`src/rtl/RV32I_definitions.sv`:
```
// Shared RV32I pipeline definitions: fetch widths, bubble encoding and the
// instruction/PC pair carried through the fetch skid and IF/ID registers.
package RV32I_definitions;

   localparam int IMEM_ADDR_WIDTH = 10;
   localparam int INSTR_WIDTH     = 32;

   // addi x0,x0,0 -- the canonical pipeline bubble
   localparam logic [31:0] NOP_INSTR = 32'h0000_0013;

   typedef struct packed {
      logic [31:0]                instr;
      logic [IMEM_ADDR_WIDTH-1:0] pc;
   } fetch_entry_t;

   // Pack an instruction with the PC it was fetched from
   function automatic fetch_entry_t make_entry(input logic [31:0]                instr,
                                               input logic [IMEM_ADDR_WIDTH-1:0] pc);
      fetch_entry_t e;
      e.instr = instr;
      e.pc    = pc;
      return e;
   endfunction

endpackage

```
`src/rtl/if_fetch_buffer.sv`:
```
// Instruction-fetch stage: drives the PC into synchronous IMEM, tracks the
// one outstanding read, and registers the returned instruction into IF/ID.
// A one-entry skid keeps a read that lands during a stall; a flush squashes
// the wrong-path read in flight and any skid contents.
module if_fetch_buffer #(
   parameter int          IMEM_ADDR_WIDTH = RV32I_definitions::IMEM_ADDR_WIDTH,
   parameter int          INSTR_WIDTH     = RV32I_definitions::INSTR_WIDTH,
   parameter logic [31:0] NOP_INSTR       = RV32I_definitions::NOP_INSTR
) (
   input  logic                       Clk,
   input  logic                       Reset_n,
   input  logic [IMEM_ADDR_WIDTH-1:0] PC_In,
   input  logic                       IF_Stall,
   input  logic                       IF_Flush,
   output logic [IMEM_ADDR_WIDTH-1:0] IMEM_Addr,
   output logic                       IMEM_Rd_En,
   input  logic [INSTR_WIDTH-1:0]     IMEM_Data,
   output logic [INSTR_WIDTH-1:0]     ID_Instr,
   output logic [IMEM_ADDR_WIDTH-1:0] ID_PC,
   output logic                       ID_Valid
);

   // The entry type fixes the instr/pc field widths to the package values.
   typedef RV32I_definitions::fetch_entry_t entry_t;

   logic                       pend_valid;
   logic [IMEM_ADDR_WIDTH-1:0] pend_pc;
   logic                       skid_valid;
   entry_t                     skid;
   entry_t                     id_entry;
   logic                       id_valid;

   // IMEM is driven straight from the PC; a stalled PC issues no read, which
   // is what keeps the skid and an outstanding read from coexisting.
   assign IMEM_Addr  = PC_In;
   assign IMEM_Rd_En = ~IF_Stall;

   assign ID_Instr = id_entry.instr;
   assign ID_PC    = id_entry.pc;
   assign ID_Valid = id_valid;

   // Outstanding-read tracking, skid buffer and IF/ID register
   always_ff @(posedge Clk or negedge Reset_n) begin
      if (!Reset_n) begin
         pend_valid <= 1'b0;
         pend_pc    <= '0;
         skid_valid <= 1'b0;
         skid       <= RV32I_definitions::make_entry(NOP_INSTR, '0);
         id_entry   <= RV32I_definitions::make_entry(NOP_INSTR, '0);
         id_valid   <= 1'b0;
      end else begin
         // A redirect squashes the read issued this cycle, unless the stall
         // already blocks both the read and the redirect.
         pend_valid <= IMEM_Rd_En & ~(IF_Flush & ~IF_Stall);
         pend_pc    <= PC_In;

         if (IF_Stall) begin
            // ID holds; a read landing now is parked in the skid
            if (pend_valid) begin
               skid       <= RV32I_definitions::make_entry(IMEM_Data, pend_pc);
               skid_valid <= 1'b1;
            end
         end else if (IF_Flush) begin
            // Wrong path: bubble into ID, drop skid and returning data
            id_entry   <= RV32I_definitions::make_entry(NOP_INSTR, id_entry.pc);
            id_valid   <= 1'b0;
            skid_valid <= 1'b0;
         end else if (skid_valid) begin
            // Drain the parked instruction first to keep program order
            id_entry   <= skid;
            id_valid   <= 1'b1;
            skid_valid <= 1'b0;
         end else if (pend_valid) begin
            id_entry <= RV32I_definitions::make_entry(IMEM_Data, pend_pc);
            id_valid <= 1'b1;
         end else begin
            // Nothing arrived: bubble, PC keeps its last value
            id_entry <= RV32I_definitions::make_entry(NOP_INSTR, id_entry.pc);
            id_valid <= 1'b0;
         end
      end
   end

endmodule

```
`config.mk`:
```
export PLATFORM = sky130hd
export DESIGN_NAME = if_fetch_buffer
export DESIGN_NICKNAME = d
export VERILOG_FILES = /design/src/rtl/RV32I_definitions.sv /design/src/rtl/if_fetch_buffer.sv
export SDC_FILE = /design/constraint.sdc
export NUM_CORES = 1
export LEC_CHECK = 0
export BUFFER_PORTS_ARGS = -buffer_cell sky130_fd_sc_hd__buf_4
export CORE_UTILIZATION = 49
export CTS_CLUSTER_DIAMETER = 80
export DETAILED_ROUTE_END_ITERATION = 7
export PLACE_DENSITY_LB_ADDON = 0.25
export SETUP_SLACK_MARGIN = 0.2
export SLEW_MARGIN = 20
export SYNTH_ARGS = -nofsm -noshare
export SYNTH_HDL_FRONTEND = slang
export SYNTH_SLANG_ARGS = --single-unit
```
`constraint.sdc`:
```
create_clock -name Clk -period 2.4 [get_ports Clk]
set_input_delay 0 -clock Clk [delete_from_list [all_inputs] [get_ports Clk]]
set_output_delay 0 -clock Clk [all_outputs]
set_load 0.02 [all_outputs]
```
# Yosys cells after proc, flatten, opt, wreduce, memory -nomap -nowiden
# Cells that the tools add are included.
[word_totals] n_memories=0 output_inout_bits=54 mem_bits_ro=0 elab_cells=25 mem_bits_rw=0 regBits=97 latchBits=0 inputBits=46
[op_classes] n_eq_ne=1 order_cmp=0 n_mul=0 add_sub_neg=0 bitwise=5 n_div=0 muxes=8 n_reduce_logical=3 shift=0
[op_table] op="$mux W42" n=3
[op_table] op="$mux W1" n=5
[op_table] op="$not A1 Y1" n=3
[op_table] op="$reduce_and A3 Y1" n=1
[op_table] op="$and A1 B1 Y1" n=2
[op_table] op="$ne A2 B1 Y1 const B" n=1
[op_table] op="$reduce_and A2 Y1" n=1
[op_table] op="$reduce_bool A2 Y1" n=1

# Logic depth before layout (Yosys ltp)
[depth] word_depth=4 ltp_mapped=6 mapped_depth_nobuf=3

# Worst setup path before layout
# Ideal clock, no wire load.
[synth_path] kind="reg2reg" from="register skid_valid" to="register id_entry (netlist bit ID_PC[2])" n_path_buf=2 required_time_ns=2.275 t_arrival_ns=1.178 path_stages_with_launch=6 setup_time_ns=0.125 period_less_slack_ns=1.303 slack_ns=1.097 cell_sequence="dfrtp_1 > buf_2 > nor2_2 > nor2_8 > buf_12 > mux2_4"
[synth_via] elab_chain_len=2 word_cells_on_any_way=3 classes_between="mux: 1; reduce/logical: 2"
[synth_rtl] element="from (decl)" line="if_fetch_buffer.sv:28" text="logic skid_valid;"
[synth_rtl] element="from (signal assigned)" line="if_fetch_buffer.sv:47" text="skid_valid <= 1'b0;"
[synth_rtl] element="from (signal assigned)" line="if_fetch_buffer.sv:61" text="skid_valid <= 1'b1;"
[synth_rtl] element="from (signal assigned)" line="if_fetch_buffer.sv:67" text="skid_valid <= 1'b0;"
[synth_rtl] element="$reduce_bool A2 Y1 (no line)"
[synth_rtl] element="$reduce_and A3 Y1 (no line)"
[synth_rtl] element="to (signal assigned)" line="if_fetch_buffer.sv:49" text="id_entry <= RV32I_definitions::make_entry(NOP_INSTR, '0);"
[synth_rtl] element="to (signal assigned)" line="if_fetch_buffer.sv:65" text="id_entry <= RV32I_definitions::make_entry(NOP_INSTR, id_entry.pc);"
[synth_rtl] element="to (signal assigned)" line="if_fetch_buffer.sv:70" text="id_entry <= skid;"
[synth_rtl] element="to (decl)" line="if_fetch_buffer.sv:30" text="entry_t id_entry;"
# Several ways; a longest one is shown, not always the timed one.
# A chain may end at the register's enable or synchronous reset.

# Final worst setup path
[layout_path] from="register pend_valid" to="register id_entry (netlist bit ID_Instr[6])"
[layout_via] elab_chain_len=3
[layout_rtl] element="from (decl)" line="if_fetch_buffer.sv:26" text="logic pend_valid;"
[layout_rtl] element="from (signal assigned)" line="if_fetch_buffer.sv:54" text="pend_valid <= IMEM_Rd_En & ~(IF_Flush & ~IF_Stall);"
[layout_rtl] element="$mux W42" line="if_fetch_buffer.sv:73" text="end else if (pend_valid) begin"
[layout_rtl] element="$mux W42" line="if_fetch_buffer.sv:68" text="end else if (skid_valid) begin"
[layout_rtl] element="$mux W42" line="if_fetch_buffer.sv:63" text="end else if (IF_Flush) begin"
[layout_rtl] element="to (signal assigned)" line="if_fetch_buffer.sv:65"
[layout_rtl] element="to (signal assigned)" line="if_fetch_buffer.sv:70"
[layout_rtl] element="to (signal assigned)" line="if_fetch_buffer.sv:74" text="id_entry <= RV32I_definitions::make_entry(IMEM_Data, pend_pc);"
# Every way passes these cells. The select of a mux whose other input is x is not followed.

==> metrics <==
clock power share 0.300; Syn Area/Cell 13.2 um2; r2r endpoint ID_Instr[6]$_DFFE_PN0N_; Compound-Gate Fraction of Synth Area 0.127; startpoint types flip-flop; initial core utilization 0.509; Min-Delay Path Depth 3; DP HPWL 5010 um; Power, Total just under 4 mW; initial antenna violation count 0; Syn Nets 343; Period minus WS final ~1.8 ns; Synth Area in Simple Gates 0.0423; share of post-route cells with drive strength above 1 0.420; filler instances approximately 590; GP Congestion 0.704; R2R Path Start pend_valid$_DFF_PN0_; synthesized area approximately 3900 um2; DR vias/cell 5.15; Root Driver clkbuf_8; Max H-tree Level 3; fmax around 570 MHz; I/O pin count 100; Critical Path Start pend_valid$_DFF_PN0_; Sw Ratio 0.256; synth warn 0; Leakage around 2.5 nW; DR pass1 iterations 4; core box area 7730 um2; post-cts repair resize count 0; overall die area 8390 um2; Final Core Density 0.690; Yosys cell types 25; Worst Hold Class in2reg; CTS Buf Count 9; adder-cell share of the synthesized area 0; crit path to ID_Instr[6]$_DFFE_PN0N_; maxcap violations 0; largest net degree at the start of global routing 62; vias in the first global route 2,727; status finished clean; Int Pwr 2.88 mW; Initial DRC Count between 100 and 150; I/O Buffers 99; vias 2,732; Die H 91.6 um; worst-skew pair later-pin latency 0.35 ns; critical path required time 2.65 ns; post-synthesis mux area share 0.158; Placed Area roughly 4700 um2; reg2reg path depth 4; register bit total from synthesis 97; Setup-failing EPs final 0; CTS tree built; Tightest Pin Transition 0.786 ns; post-route setup slack 0.648 ns; Tcrit/Tclk final 0.730; Wirelength per Cell between 15 and 20 um; clock skew 0.0184 ns; Mapped Cells 297; Layout Nets 470; final-report hold violation count 0; final setup TNS 0 ns; antenna cell count 0; gr ovfl total 0; P per Cell Area 725 nW/um2; site row count 32; first-pass GRT wire length 13,400 um; largest family of logic cells by synthesized area multiplexers; Routed WL just over 8000 um; RSZ-0062 raised after global routing no; EDFF count, synth 0; Peak VDD IR 0.440 mV; XOR/XNOR share of the synthesized area 0; CTS Buffer Depth 2; post-CTS setup buffer count 0; Setup crit end kind flip-flop; Arrival @ worst endpoint 2.00 ns; Gate power share 0.189; Seq pwr share 0.511; Synth Flop Type dfrtp_1; Worst R2R Setup Slack 0.65 ns; FFs w/ async S/R, synth 1.00; DP Worst Slack 0.687 ns; # DRC 0; # clock sinks 97; CTS clk-pin slew, worst paths 0.10 ns; area grow syn2layout 35.7%; Max FO, Critical Path 27; register area share after synthesis 0.619; post-layout instance area 5340 um2; Slew headroom 0.476; count of final max-slew check failures 0; DRT antenna net count 0; Die Wd 91.6 um; NetSw 991 uW; crit path kind reg2reg; gr usage total 0.205
[synthesized netlist by cell type, types with 2 or more instances]
cell type,n,area [um2]
nand2_1,33,124
o21ai_0,24,120
a22oi_1,27,203
mux2i_1,2,20.0
buf_4,12,90.1
buf_2,7,35.0
mux2_2,44,495
clkbuf_1,7,26.3
mux2_4,7,105
o21ai_1,6,30.0
dfstp_2,6,158
a22o_1,13,114
inv_1,4,15.0
buf_1,2,7.51
a2bb2oi_1,3,26.3
dfrtp_1,91,2280
[what timing repair did]
action                                 4_1_cts  5_1_grt
hold buffers                                43        0
endpoints found under the hold margin      127        0
setup endpoints to repair                    0        0
[worst min path at each step]
stage	to	startpoint
CTS	ID_Instr[13]$_DFFE_PN0N_	IF_Stall
detailed placement	pend_pc[2]$_DFF_PN0_	PC_In[2]
global placement	pend_pc[3]$_DFF_PN0_	PC_In[3]
floorplan	ID_Instr[10]$_DFFE_PN0N_	Reset_n
finish	ID_Instr[13]$_DFFE_PN0N_	IF_Stall
global route	ID_Instr[14]$_DFFE_PN0N_	IF_Stall
[cell usage in the layout (no fill, tap or decap)]
cell / n
dfstp_2: 6
o21ai_1: 6
mux2i_1: 2
mux2_2: 44
o21ai_0: 24
clkinv_4: 2
or2_1: 1
a2bb2oi_1: 3
nand2_1: 32
dfrtp_1: 90
nand2_2: 1
a22oi_1: 27
a21o_1: 1
bufinv_16: 2
clkbuf_8: 10
buf_12: 2
mux2_4: 7
nor2b_4: 1
nor2_8: 1
inv_1: 4
dfrtp_2: 1
clkbuf_1: 2
nor2_2: 1
nor2_1: 1
buf_4: 102
dlygate4sd3_1: 43
a22o_1: 13
[power groups by stage]
| stage | Sequential, mW | Combinational, mW | Clock [mW] |
|---|---|---|---|
| after floorplan | 2.06 | 0.331 | 0 |
| after global placement | 1.99 | 0.667 | 0 |
| after detailed placement | 2.01 | 0.681 | 0 |
| after CTS | 1.98 | 0.737 | 1.18 |
| after global routing | 2.00 | 0.789 | 1.26 |
| final | 1.98 | 0.730 | 1.16 |
[routing by layer]
metal,share of wire,GRT usage,wire (um),vias to the layer above
li1,-,-,-,1297
met1,0.45,0.277,3680,1370
met2,0.50,0.342,4120,56
met3,0.033,0.0302,267,9
met4,0.012,0.0688,102,0
met5,0,0,0,-
[per-stage QoR]
step,std cells,hold slack [ns]
after floorplan,297,-0.296
after global placement,472,0.118
after detailed placement,472,0.120
after CTS,531,0.0458
after global routing,531,0.0609
final,531,0.0610
[layout make-up]
cell class                 instances  area (um2)  area share
clock inverter                     4        77.6      0.0145
inverter                           4        15.0     0.00281
clock buffer                      12         145      0.0272
sequential                        97        2440       0.457
tap                              102         128      0.0239
timing repair buffer             147        1240       0.232
multi-input combinational        165        1300       0.243
[worst max-delay path, cell delays in order, from the launching register on]
cell and delay (ns):
dfrtp_1 0.45, nor2b_4 0.63, buf_4 0.30, a22oi_1 0.08
o21ai_0 0.20
[cells by family (layout without fill, tap and decap cells)]
family	after synthesis	after routing
AO/OA/AOI/OAI	74	74
flip-flops	97	97
multiplexers	53	53
buffers and inverters	35	167
AND/OR/NAND/NOR	38	38
[registers in the layout, indices dropped and copies added (netlist names)]
signal,cells
skid,42
ID_Instr,32
ID_PC,10
pend_pc,10
ID_Valid,1
pend_valid,1
skid_valid,1
(Power assumes the default switching activity.)
